`config.mk`:
```
export PLATFORM = sky130hd
export DESIGN_NAME = button_debounce_events_flat
export DESIGN_NICKNAME = d
export VERILOG_FILES = /design/src/rtl/button_debounce_events_if.sv /design/src/rtl/button_debounce_events.sv /design/src/flat_wrapper.sv
export SDC_FILE = /design/constraint.sdc
export NUM_CORES = 1
export LEC_CHECK = 0
export ABC_CLOCK_PERIOD_IN_PS = 2900
export CAP_MARGIN = 20
export CORE_MARGIN = 2
export CORE_UTILIZATION = 63
export DETAILED_ROUTE_END_ITERATION = 8
export PLACE_DENSITY = 0.89
export SETUP_SLACK_MARGIN = 0.02
export SLEW_MARGIN = 15
export SYNTH_ARGS = -nofsm -noshare
export SYNTH_HDL_FRONTEND = slang
export SYNTH_SLANG_ARGS = --single-unit
```
`constraint.sdc`:
```
create_clock -name clk_clk -period 2.9 [get_ports clk_clk]
set_input_delay 0.435 -clock clk_clk [delete_from_list [all_inputs] [get_ports clk_clk]]
set_output_delay 0.435 -clock clk_clk [all_outputs]
set_load 0.02 [all_outputs]
```
`src/rtl/button_debounce_events_if.sv`:
```
// Button pin and event bundle between the debouncer (slave) and the logic
// that drives the raw pins and consumes the clean levels and strobes (master).
interface button_debounce_events_if #(
  parameter int N_BUTTONS = 4
);
  logic [N_BUTTONS-1:0] buttons_raw;
  logic [N_BUTTONS-1:0] buttons_debounced;
  logic [N_BUTTONS-1:0] pressed;
  logic [N_BUTTONS-1:0] press_pulse;
  logic [N_BUTTONS-1:0] release_pulse;
  logic [N_BUTTONS-1:0] repeat_pulse;

  modport master (
    output buttons_raw,
    input  buttons_debounced, pressed, press_pulse, release_pulse, repeat_pulse
  );

  modport slave (
    input  buttons_raw,
    output buttons_debounced, pressed, press_pulse, release_pulse, repeat_pulse
  );
endinterface

```
`src/rtl/button_debounce_events.sv`:
```
// Per-channel push-button synchroniser, bounce filter and press/release/repeat
// strobe generator; the debounced level keeps the raw pin polarity for the Nios.
module button_debounce_events #(
  parameter int N_BUTTONS       = 4,
  parameter int ACTIVE_LOW      = 1,
  parameter int DEBOUNCE_CYCLES = 1000000,
  parameter int REPEAT_DELAY    = 25000000,
  parameter int REPEAT_PERIOD   = 5000000,
  parameter int CNT_W           = 25
) (
  input  logic                     clk_clk,
  input  logic                     reset_reset,
  button_debounce_events_if.slave  btn
);

  localparam logic                 REL_LVL       = (ACTIVE_LOW != 32'sd0) ? 1'b1 : 1'b0;
  localparam logic [N_BUTTONS-1:0] REL_VEC       = {N_BUTTONS{REL_LVL}};
  localparam logic [CNT_W-1:0]     CNT_ZERO      = {CNT_W{1'b0}};
  localparam logic [CNT_W-1:0]     CNT_ONE       = CNT_W'(32'sd1);
  localparam logic [CNT_W-1:0]     DB_MAX        = CNT_W'(DEBOUNCE_CYCLES - 32'sd1);
  localparam logic [CNT_W-1:0]     RP_DELAY_MAX  = CNT_W'(REPEAT_DELAY - 32'sd1);
  localparam logic [CNT_W-1:0]     RP_PERIOD_MAX = CNT_W'(REPEAT_PERIOD - 32'sd1);
  localparam logic                 RP_EN         = (REPEAT_DELAY != 32'sd0) ? 1'b1 : 1'b0;

  logic [N_BUTTONS-1:0] s1_r;
  logic [N_BUTTONS-1:0] s2_r;
  logic [N_BUTTONS-1:0] stable_r;
  logic [CNT_W-1:0]     db_cnt_r [N_BUTTONS];
  logic [N_BUTTONS-1:0] debounced_r;
  logic [N_BUTTONS-1:0] pressed_r;
  logic [N_BUTTONS-1:0] press_pulse_r;
  logic [N_BUTTONS-1:0] release_pulse_r;
  logic [N_BUTTONS-1:0] repeat_pulse_r;
  logic [CNT_W-1:0]     rp_cnt_r [N_BUTTONS];
  logic [N_BUTTONS-1:0] rp_first_r;
  logic [N_BUTTONS-1:0] stable_pressed_s;

  assign stable_pressed_s = (ACTIVE_LOW != 32'sd0) ? ~stable_r : stable_r;

  // Synchroniser, bounce filter and the registered level/edge outputs
  always_ff @(posedge clk_clk) begin
    if (reset_reset) begin
      s1_r            <= REL_VEC;
      s2_r            <= REL_VEC;
      stable_r        <= REL_VEC;
      debounced_r     <= REL_VEC;
      pressed_r       <= {N_BUTTONS{1'b0}};
      press_pulse_r   <= {N_BUTTONS{1'b0}};
      release_pulse_r <= {N_BUTTONS{1'b0}};
      for (int i = 0; i < N_BUTTONS; i++) begin
        db_cnt_r[i] <= CNT_ZERO;
      end
    end else begin
      s1_r <= btn.buttons_raw;
      s2_r <= s1_r;
      // A return to the stable value before acceptance restarts the count.
      for (int i = 0; i < N_BUTTONS; i++) begin
        if (s2_r[i] == stable_r[i]) begin
          db_cnt_r[i] <= CNT_ZERO;
        end else if (db_cnt_r[i] == DB_MAX) begin
          stable_r[i] <= s2_r[i];
          db_cnt_r[i] <= CNT_ZERO;
        end else begin
          db_cnt_r[i] <= db_cnt_r[i] + CNT_ONE;
        end
      end
      debounced_r     <= stable_r;
      pressed_r       <= stable_pressed_s;
      press_pulse_r   <= stable_pressed_s & ~pressed_r;
      release_pulse_r <= ~stable_pressed_s & pressed_r;
    end
  end

  // Auto-repeat timing per channel, rearmed on every fresh press
  always_ff @(posedge clk_clk) begin
    if (reset_reset) begin
      rp_first_r     <= {N_BUTTONS{1'b0}};
      repeat_pulse_r <= {N_BUTTONS{1'b0}};
      for (int i = 0; i < N_BUTTONS; i++) begin
        rp_cnt_r[i] <= CNT_ZERO;
      end
    end else begin
      for (int i = 0; i < N_BUTTONS; i++) begin
        if (stable_pressed_s[i] && !pressed_r[i]) begin
          rp_cnt_r[i]       <= CNT_ZERO;
          rp_first_r[i]     <= 1'b1;
          repeat_pulse_r[i] <= 1'b0;
        end else if (stable_pressed_s[i] && RP_EN) begin
          if (rp_first_r[i] && (rp_cnt_r[i] == RP_DELAY_MAX)) begin
            rp_cnt_r[i]       <= CNT_ZERO;
            rp_first_r[i]     <= 1'b0;
            repeat_pulse_r[i] <= 1'b1;
          end else if (!rp_first_r[i] && (rp_cnt_r[i] == RP_PERIOD_MAX)) begin
            rp_cnt_r[i]       <= CNT_ZERO;
            rp_first_r[i]     <= 1'b0;
            repeat_pulse_r[i] <= 1'b1;
          end else begin
            rp_cnt_r[i]       <= rp_cnt_r[i] + CNT_ONE;
            rp_first_r[i]     <= rp_first_r[i];
            repeat_pulse_r[i] <= 1'b0;
          end
        end else begin
          rp_cnt_r[i]       <= CNT_ZERO;
          rp_first_r[i]     <= 1'b0;
          repeat_pulse_r[i] <= 1'b0;
        end
      end
    end
  end

  assign btn.buttons_debounced = debounced_r;
  assign btn.pressed           = pressed_r;
  assign btn.press_pulse       = press_pulse_r;
  assign btn.release_pulse     = release_pulse_r;
  assign btn.repeat_pulse      = repeat_pulse_r;

endmodule
```
`src/flat_wrapper.sv`:
```
// flat-port wrapper written by rule: the top's interface ports become plain ports
module button_debounce_events_flat 
#(
  parameter int N_BUTTONS       = 4,
  parameter int ACTIVE_LOW      = 1,
  parameter int DEBOUNCE_CYCLES = 1000000,
  parameter int REPEAT_DELAY    = 25000000,
  parameter int REPEAT_PERIOD   = 5000000,
  parameter int CNT_W           = 25
)
  (clk_clk, reset_reset, btn_buttons_raw, btn_buttons_debounced, btn_pressed, btn_press_pulse, btn_release_pulse, btn_repeat_pulse);
  button_debounce_events_if #(.N_BUTTONS(N_BUTTONS)) btn_i ();
  input  logic clk_clk;
  input  logic reset_reset;
  input wire logic [$bits(btn_i.buttons_raw)-1:0] btn_buttons_raw;
  output wire logic [$bits(btn_i.buttons_debounced)-1:0] btn_buttons_debounced;
  output wire logic [$bits(btn_i.pressed)-1:0] btn_pressed;
  output wire logic [$bits(btn_i.press_pulse)-1:0] btn_press_pulse;
  output wire logic [$bits(btn_i.release_pulse)-1:0] btn_release_pulse;
  output wire logic [$bits(btn_i.repeat_pulse)-1:0] btn_repeat_pulse;
  assign btn_i.buttons_raw = btn_buttons_raw;
  assign btn_buttons_debounced = btn_i.buttons_debounced;
  assign btn_pressed = btn_i.pressed;
  assign btn_press_pulse = btn_i.press_pulse;
  assign btn_release_pulse = btn_i.release_pulse;
  assign btn_repeat_pulse = btn_i.repeat_pulse;
  button_debounce_events #(.N_BUTTONS(N_BUTTONS), .ACTIVE_LOW(ACTIVE_LOW), .DEBOUNCE_CYCLES(DEBOUNCE_CYCLES), .REPEAT_DELAY(REPEAT_DELAY), .REPEAT_PERIOD(REPEAT_PERIOD), .CNT_W(CNT_W)) u_core (.clk_clk(clk_clk), .reset_reset(reset_reset), .btn(btn_i));
endmodule
```
==> results of run 1 <==
-- cells by family after synthesis --
group,Yosys count,share of synthesized area (%)
muxes,1,0.0794
adders and majority gates,8,0.794
buffers and inverters,89,3.12
other,1,0.0298
AOI/OAI and AO/OA,200,10.4
DFF,236,53.4
xor gates and xnor gates,97,6.74
and+or+nand+nor,560,25.4
-- flip-flops by register name, indices dropped and copies added (netlist names) --
name                          flops
u_core.btn.release_pulse          4
u_core.db_cnt_r                 100
u_core.btn.press_pulse            4
u_core.btn.buttons_debounced      4
u_core.rp_cnt_r                 100
u_core.s1_r                       4
u_core.btn.pressed                4
u_core.rp_first_r                 4
u_core.stable_r                   4
u_core.btn.repeat_pulse           4
u_core.s2_r                       4
-- metrics by stage --
| step | area (µm²) | total power [mW] |
|---|---|---|
| 6_report | 14800 | 7.67 |
| 5_1_grt | 14800 | 7.92 |
| 4_1_cts | 14800 | 7.71 |
| 3_5_place_dp | 13800 | 4.31 |
| 3_3_place_gp | 13800 | 4.29 |
| 2_1_floorplan | 13300 | 4.21 |
-- synthesized netlist by cell type (all sizes together), types with 31 or more instances --
library cell / instances
nand3: 75
xnor2: 55
xor2: 42
nor3: 63
or3: 53
o31ai: 43
nand4: 58
o21ai: 50
nor2: 82
edfxtp: 200
a211oi: 47
clkbuf: 31
nand2: 62
or4: 49
dfxtp: 36
a21oi: 47
inv: 41
-- layer usage --
metal	global-route usage, %	share of wire (%)
met5	0	0
met2	43.9	51
met3	3.10	4.7
met1	32.7	42
met4	7.84	2.8
-- path summary, 6_finish.rpt --
path | endpoint | cells after the start
max | u_core.rp_cnt_r[0][20] | 4
min | u_core.s2_r[0] | 1
max reg2reg | u_core.rp_cnt_r[0][20] | 4
min reg2reg | u_core.s2_r[0] | 1
-- critical path: cells and delay by family (launching register included) --
family | cells | cell delay, ns
simple gates | 3 | 1.47
compound gates | 1 | 0.27
flops | 1 | 0.46
-- power by group through the flow --
stage | clock network, mW | logic, mW | registers [mW]
after CTS | 3.46 | 0.273 | 3.97
after global placement | 0 | 0.258 | 4.03
after detailed placement | 0 | 0.266 | 4.04
final | 3.40 | 0.284 | 3.98
after global routing | 3.59 | 0.327 | 4.00
after floorplan | 0 | 0.225 | 3.99
-- final cells by class --
type                       instances  area [µm²]
fill                            1354        4760
multi-input combinational       1066        6240
inverter                          41         154
sequential                       236        6730
clock inverter                     7        62.6
tap                              265         332
clock buffer                      41         852
timing repair buffer              43         398
==> results.ini, run 1 <==
[detailed_routing]
routedWlPerCell_um = 15.8
vias_per_cell = 5.98
routed_wirelength_um = 26800
route.detailed.drc = 0
dr.pass1.iters = 5
final_antenna_net_count = 0
num_vias = 10156
drt-initial-drc-count = 707

[critical_path]
crit_arrival_ns = 2.73
endpoint_kind = flop
slowest_delay_ns = 0.66
crit_path_start_kind = flop
crit_type = reg2reg
cp_slowest_cell = or4_1
r2r-start = u_core.rp_cnt_r[0][6]
required_ns = 3.25
rrSetupSlack_ns = 0.53
crit_fanout = 13
cp-startpoint = u_core.rp_cnt_r[0][6]
worstPathCellList = and4_1, nand4_1, or4_1, a211oi_1

[power_and_ir_drop]
switching_share_pct = 21.4
pwr-share-comb_pct = 3.7
leakagePower_nw = 4.85
p_per_area_nw_per_um2 = 519
seqPwrFrac_pct = 51.9
p_sw_mw = 1.64
p_clk_share_pct = 44.4
internal_power_mw = 6.02
peakVddDrop_v = 0.000465

[die]
die-area_um2 = 21100
fp.dieH_um = 145
die_w_um = 145
io_pins = 26
rows = 51
initial_utilization_pct = 64.5
core_area_um2 = 19500

[logic_synthesis]
ys.flop_type = edfxtp_1
seq_area_frac_synth_pct = 53.4
ys_top_cells_by_area = edfxtp_1, dfxtp_1, xnor2_1
ys_types = 55
yosys.area.top_type = edfxtp_1
synth_edf_count = 200
synth_area_um2 = 12600
syn_avg_cell_area_um2 = 10.6
async_flop_share_pct = 0
yosys_warnings = 0
synth-seq-cells = 236
postSynthCellCount = 1192
synth.top_cell.area_share_pct = 47.7

[layout]
nets = 1428
finalCoreUtilization_pct = 75.6
synthToLayoutAreaGrowth_pct = 17.1
drive_gt1_share_pct = 6.42
final_cells = 1699
final_cell_mix = edfxtp_1, conb_1, nor2_1, nand3_1, nor3_1
n_antenna_cell = 0

[global_routing]
grt_overflow = 0
antenna_found_initial = 0
grt_pass1_wl_um = 45100
grt_pass1_vias = 9796
grt_max_degree = 27
grt.total_usage_pct = 25.0

[clock_tree]
postCtsSetupBuffers = 0
numCtsBuffers = 26
clk_path_buf_depth = 3
htreeDepth = 1
clkSinkCount = 236
cts_resized = 0
cts_root_buffer = clkbuf_16
clk_latency_ns = 0.53
cts_hold_buffers = 0
cts_tree = built
clk_pin_slew_ns = 0.06

[flow_run]
max_cap_violations = 0

[sta]
min_period_ns = 2.37
tightest_slew_ns = 0.702
setup_viol_count_final = 0
maxSlewHeadroom_pct = 53.1
skew_ns = 0.0207
worst_slack_ns = 0.526
hold_viol = 0
fmax_mhz = 421
slew_violations = 0
final.period_utilization_pct = 81.9
hold_slack_ns = 0.399
rsz0062_at_grt = no
tns_ns = 0

[placement]
io_buffers = 25
place.gp.congestion = 0.862
dp_slack_ns = 0.543
dp.cells = 1651
dp_hpwl_um = 17700

[status]
outcome = completed

[hold_path]
hp-start = u_core.s1_r[0]
holdCritPathClass = reg2reg

No activity file was read; power rests on OpenSTA's default activity.
==> inputs of run 2 (changes only) <==
ABC_CLOCK_PERIOD_IN_PS = 2250   (was 2900)
clock period = 2.25 ns   (was 2.9 ns; I/O delays follow)
==> results.ini, run 2 (synthesis gave the netlist of run 1 again) <==
[layout]
n_antenna_cell = 0  ; unchanged
finalInstanceArea_um2 = 15200  ; +2.8%
largestRegisters = u_core.db_cnt_r: 100 flops, u_core.rp_cnt_r: 100 flops
final_cells = 1744  ; +2.6%
final_cell_mix = edfxtp_1, conb_1, nor2_1, nand3_1, nor3_1
nets = 1475  ; +3.3%
synthToLayoutAreaGrowth_pct = 20.4
n_fill_cell = 1243  ; -8.2%
drive_gt1_share_pct = 9.74  ; +3.3 points

[clock_tree]
clk_latency_ns = 0.52  ; about the same
cts_tree = built
htreeDepth = 1  ; unchanged
clk_path_buf_depth = 3  ; unchanged
clkSinkCount = 236  ; unchanged
cts_hold_buffers = 0  ; unchanged
clk_pin_slew_ns = 0.06  ; about the same
cts_root_buffer = clkbuf_16
numCtsBuffers = 25  ; -3.8%

[critical_path]
endpoint_kind = flop
reg2regPathDepth = 5  ; +1
crit_arrival_ns = 2.46  ; -0.27 ns
reg2reg_to = u_core.db_cnt_r[0][3]
cp-startpoint = u_core.db_cnt_r[0][22]
worstPathCellList = or4_1, or3_4, o21ai_4, clkbuf_16, nor2_1
crit_type = reg2reg
slowest_delay_ns = 0.52  ; -0.14 ns
crit_path_start_kind = flop
cp_slowest_cell = or4_1
endpoint = u_core.db_cnt_r[0][3]
crit_fanout = 10  ; -3
rrSetupSlack_ns = 0.07  ; -0.46 ns
required_ns = 2.53  ; -0.72 ns
r2r-start = u_core.db_cnt_r[0][22]

[placement]
io_buffers = 25  ; unchanged
place.gp.congestion = 0.855  ; -0.83%
dp_hpwl_um = 18400  ; +4.4%
dp.cells = 1688  ; +2.2%
dp_slack_ns = 0.0473  ; -0.496 ns
postPlaceCellArea_um2 = 14100  ; +2.2%

[power_and_ir_drop]
leakagePower_nw = 5.08  ; +4.7%
switching_share_pct = 22.0  ; +0.57 points
pwr-share-comb_pct = 4.4  ; +0.7 points
p_per_area_nw_per_um2 = 637  ; +23%
seqPwrFrac_pct = 52.9  ; +1.0 points
p_clk_share_pct = 42.7  ; -1.7 points
internal_power_mw = 7.54  ; +25%
peakVddDrop_v = 0.000714  ; +53%
p_sw_mw = 2.13  ; +29%

[sta]
setup_viol_count_final = 0  ; unchanged
hold_slack_ns = 0.383  ; -0.0163 ns
min_period_ns = 2.18  ; -0.190 ns
worst_slack_ns = 0.0662  ; -0.460 ns
tns_ns = 0  ; unchanged
final.period_utilization_pct = 97.1  ; +15 points
slew_violations = 0  ; unchanged
fmax_mhz = 458  ; +8.7%
rsz0062_at_grt = yes
hold_viol = 0  ; unchanged
skew_ns = 0.0206  ; -0.0000550 ns

[flow_run]
max_cap_violations = 0  ; unchanged

[die]
die-area_um2 = 21100  ; unchanged
die_w_um = 145  ; unchanged
core_area_um2 = 19500  ; unchanged
rows = 51  ; unchanged
fp.dieH_um = 145  ; unchanged
io_pins = 26  ; unchanged
initial_utilization_pct = 64.5  ; unchanged

[detailed_routing]
vias_per_cell = 5.87  ; -1.7%
routed_wirelength_um = 27400  ; +2.4%
route.detailed.drc = 0  ; unchanged
num_vias = 10244  ; +0.87%
final_antenna_net_count = 0  ; unchanged
dr.pass1.iters = 6  ; +1
drt-initial-drc-count = 694  ; -1.8%
routedWlPerCell_um = 15.7  ; -0.19%

[global_routing]
grt_overflow = 0  ; unchanged
grt_pass1_wl_um = 45900  ; +1.7%
grt_max_degree = 27  ; unchanged
antenna_found_initial = 0  ; unchanged
grt_pass1_vias = 9882  ; +0.88%
grt.total_usage_pct = 25.5  ; +0.48 points

[hold_path]
whs_path_depth = 2  ; +1
holdCritPathClass = in2reg

[status]
outcome = completed

-- run 2: cell count changes in the layout (fill, tap and decap cells not counted), moves of 3 or more --
| cell | change |
|---|---|
| or4_1 | -3 |
| buf_6 | +5 |
| ha_1 | -3 |
| ha_2 | +3 |
| buf_4 | +39 |
| or4_4 | +3 |
-- run 2: worst min-delay path by stage --
stage,start,end,slack [ns]
finish,btn_buttons_raw[2],u_core.s1_r[2],0.38
global route,btn_buttons_raw[2],u_core.s1_r[2],0.37
CTS,btn_buttons_raw[2],u_core.s1_r[2],0.37
detailed placement,u_core.s1_r[0],u_core.s2_r[0],0.40
global placement,u_core.s1_r[0],u_core.s2_r[0],0.40
floorplan,u_core.s1_r[0],u_core.s2_r[0],0.39
-- run 2: timing repair --
action | in CTS | in global routing
setup endpoints to repair | 1 | 54
pin swaps | 0 | 6
resized for setup | 1 | 18
setup buffers | 0 | 6
cloned | 0 | 5
-- run 2: critical path, delay by kind of cell (launching register included) --
family | cells | cell delay [ns]
simple gates | 3 | 0.98
flops | 1 | 0.45
compound gates | 1 | 0.29
buf+inv | 1 | 0.22
-- run 2: metrics by stage --
| step | utilization, % | total power, mW |
|---|---|---|
| after floorplan | - | 5.43 |
| after global placement | 72.5 | 5.55 |
| after detailed placement | 72.5 | 5.58 |
| after CTS | 76.8 | 9.67 |
| after global routing | 77.7 | 9.95 |
| final | 77.7 | 9.66 |
-- run 2: final cells by class --
| class | count | area (µm²) | share of cell area, % |
|---|---|---|---|
| Inverter | 41 | 154 | 1.01 |
| Tap cell | 265 | 332 | 2.19 |
| Multi-Input combinational cell | 1066 | 6280 | 41.4 |
| Clock buffer | 39 | 803 | 5.29 |
| Clock inverter | 6 | 33.8 | 0.223 |
| Timing Repair Buffer | 91 | 842 | 5.55 |
| Sequential cell | 236 | 6730 | 44.3 |
-- run 2: metal layers --
layer	vias up	track usage [%]	part of all wire (%)	wire [µm]
met4	0	7.06	2.5	698
met2	346	45.7	51	14100
met1	4841	32.9	41	11200
met3	64	3.13	5.3	1460
li1	4993	-	-	-
met5	-	0	0	0
-- run 2: power groups by stage --
stage	registers, mW	logic [mW]	clock network [mW]
after floorplan	5.14	0.290	0
after global placement	5.18	0.370	0
after detailed placement	5.20	0.385	0
after CTS	5.10	0.391	4.18
after global routing	5.14	0.480	4.33
final	5.11	0.424	4.13
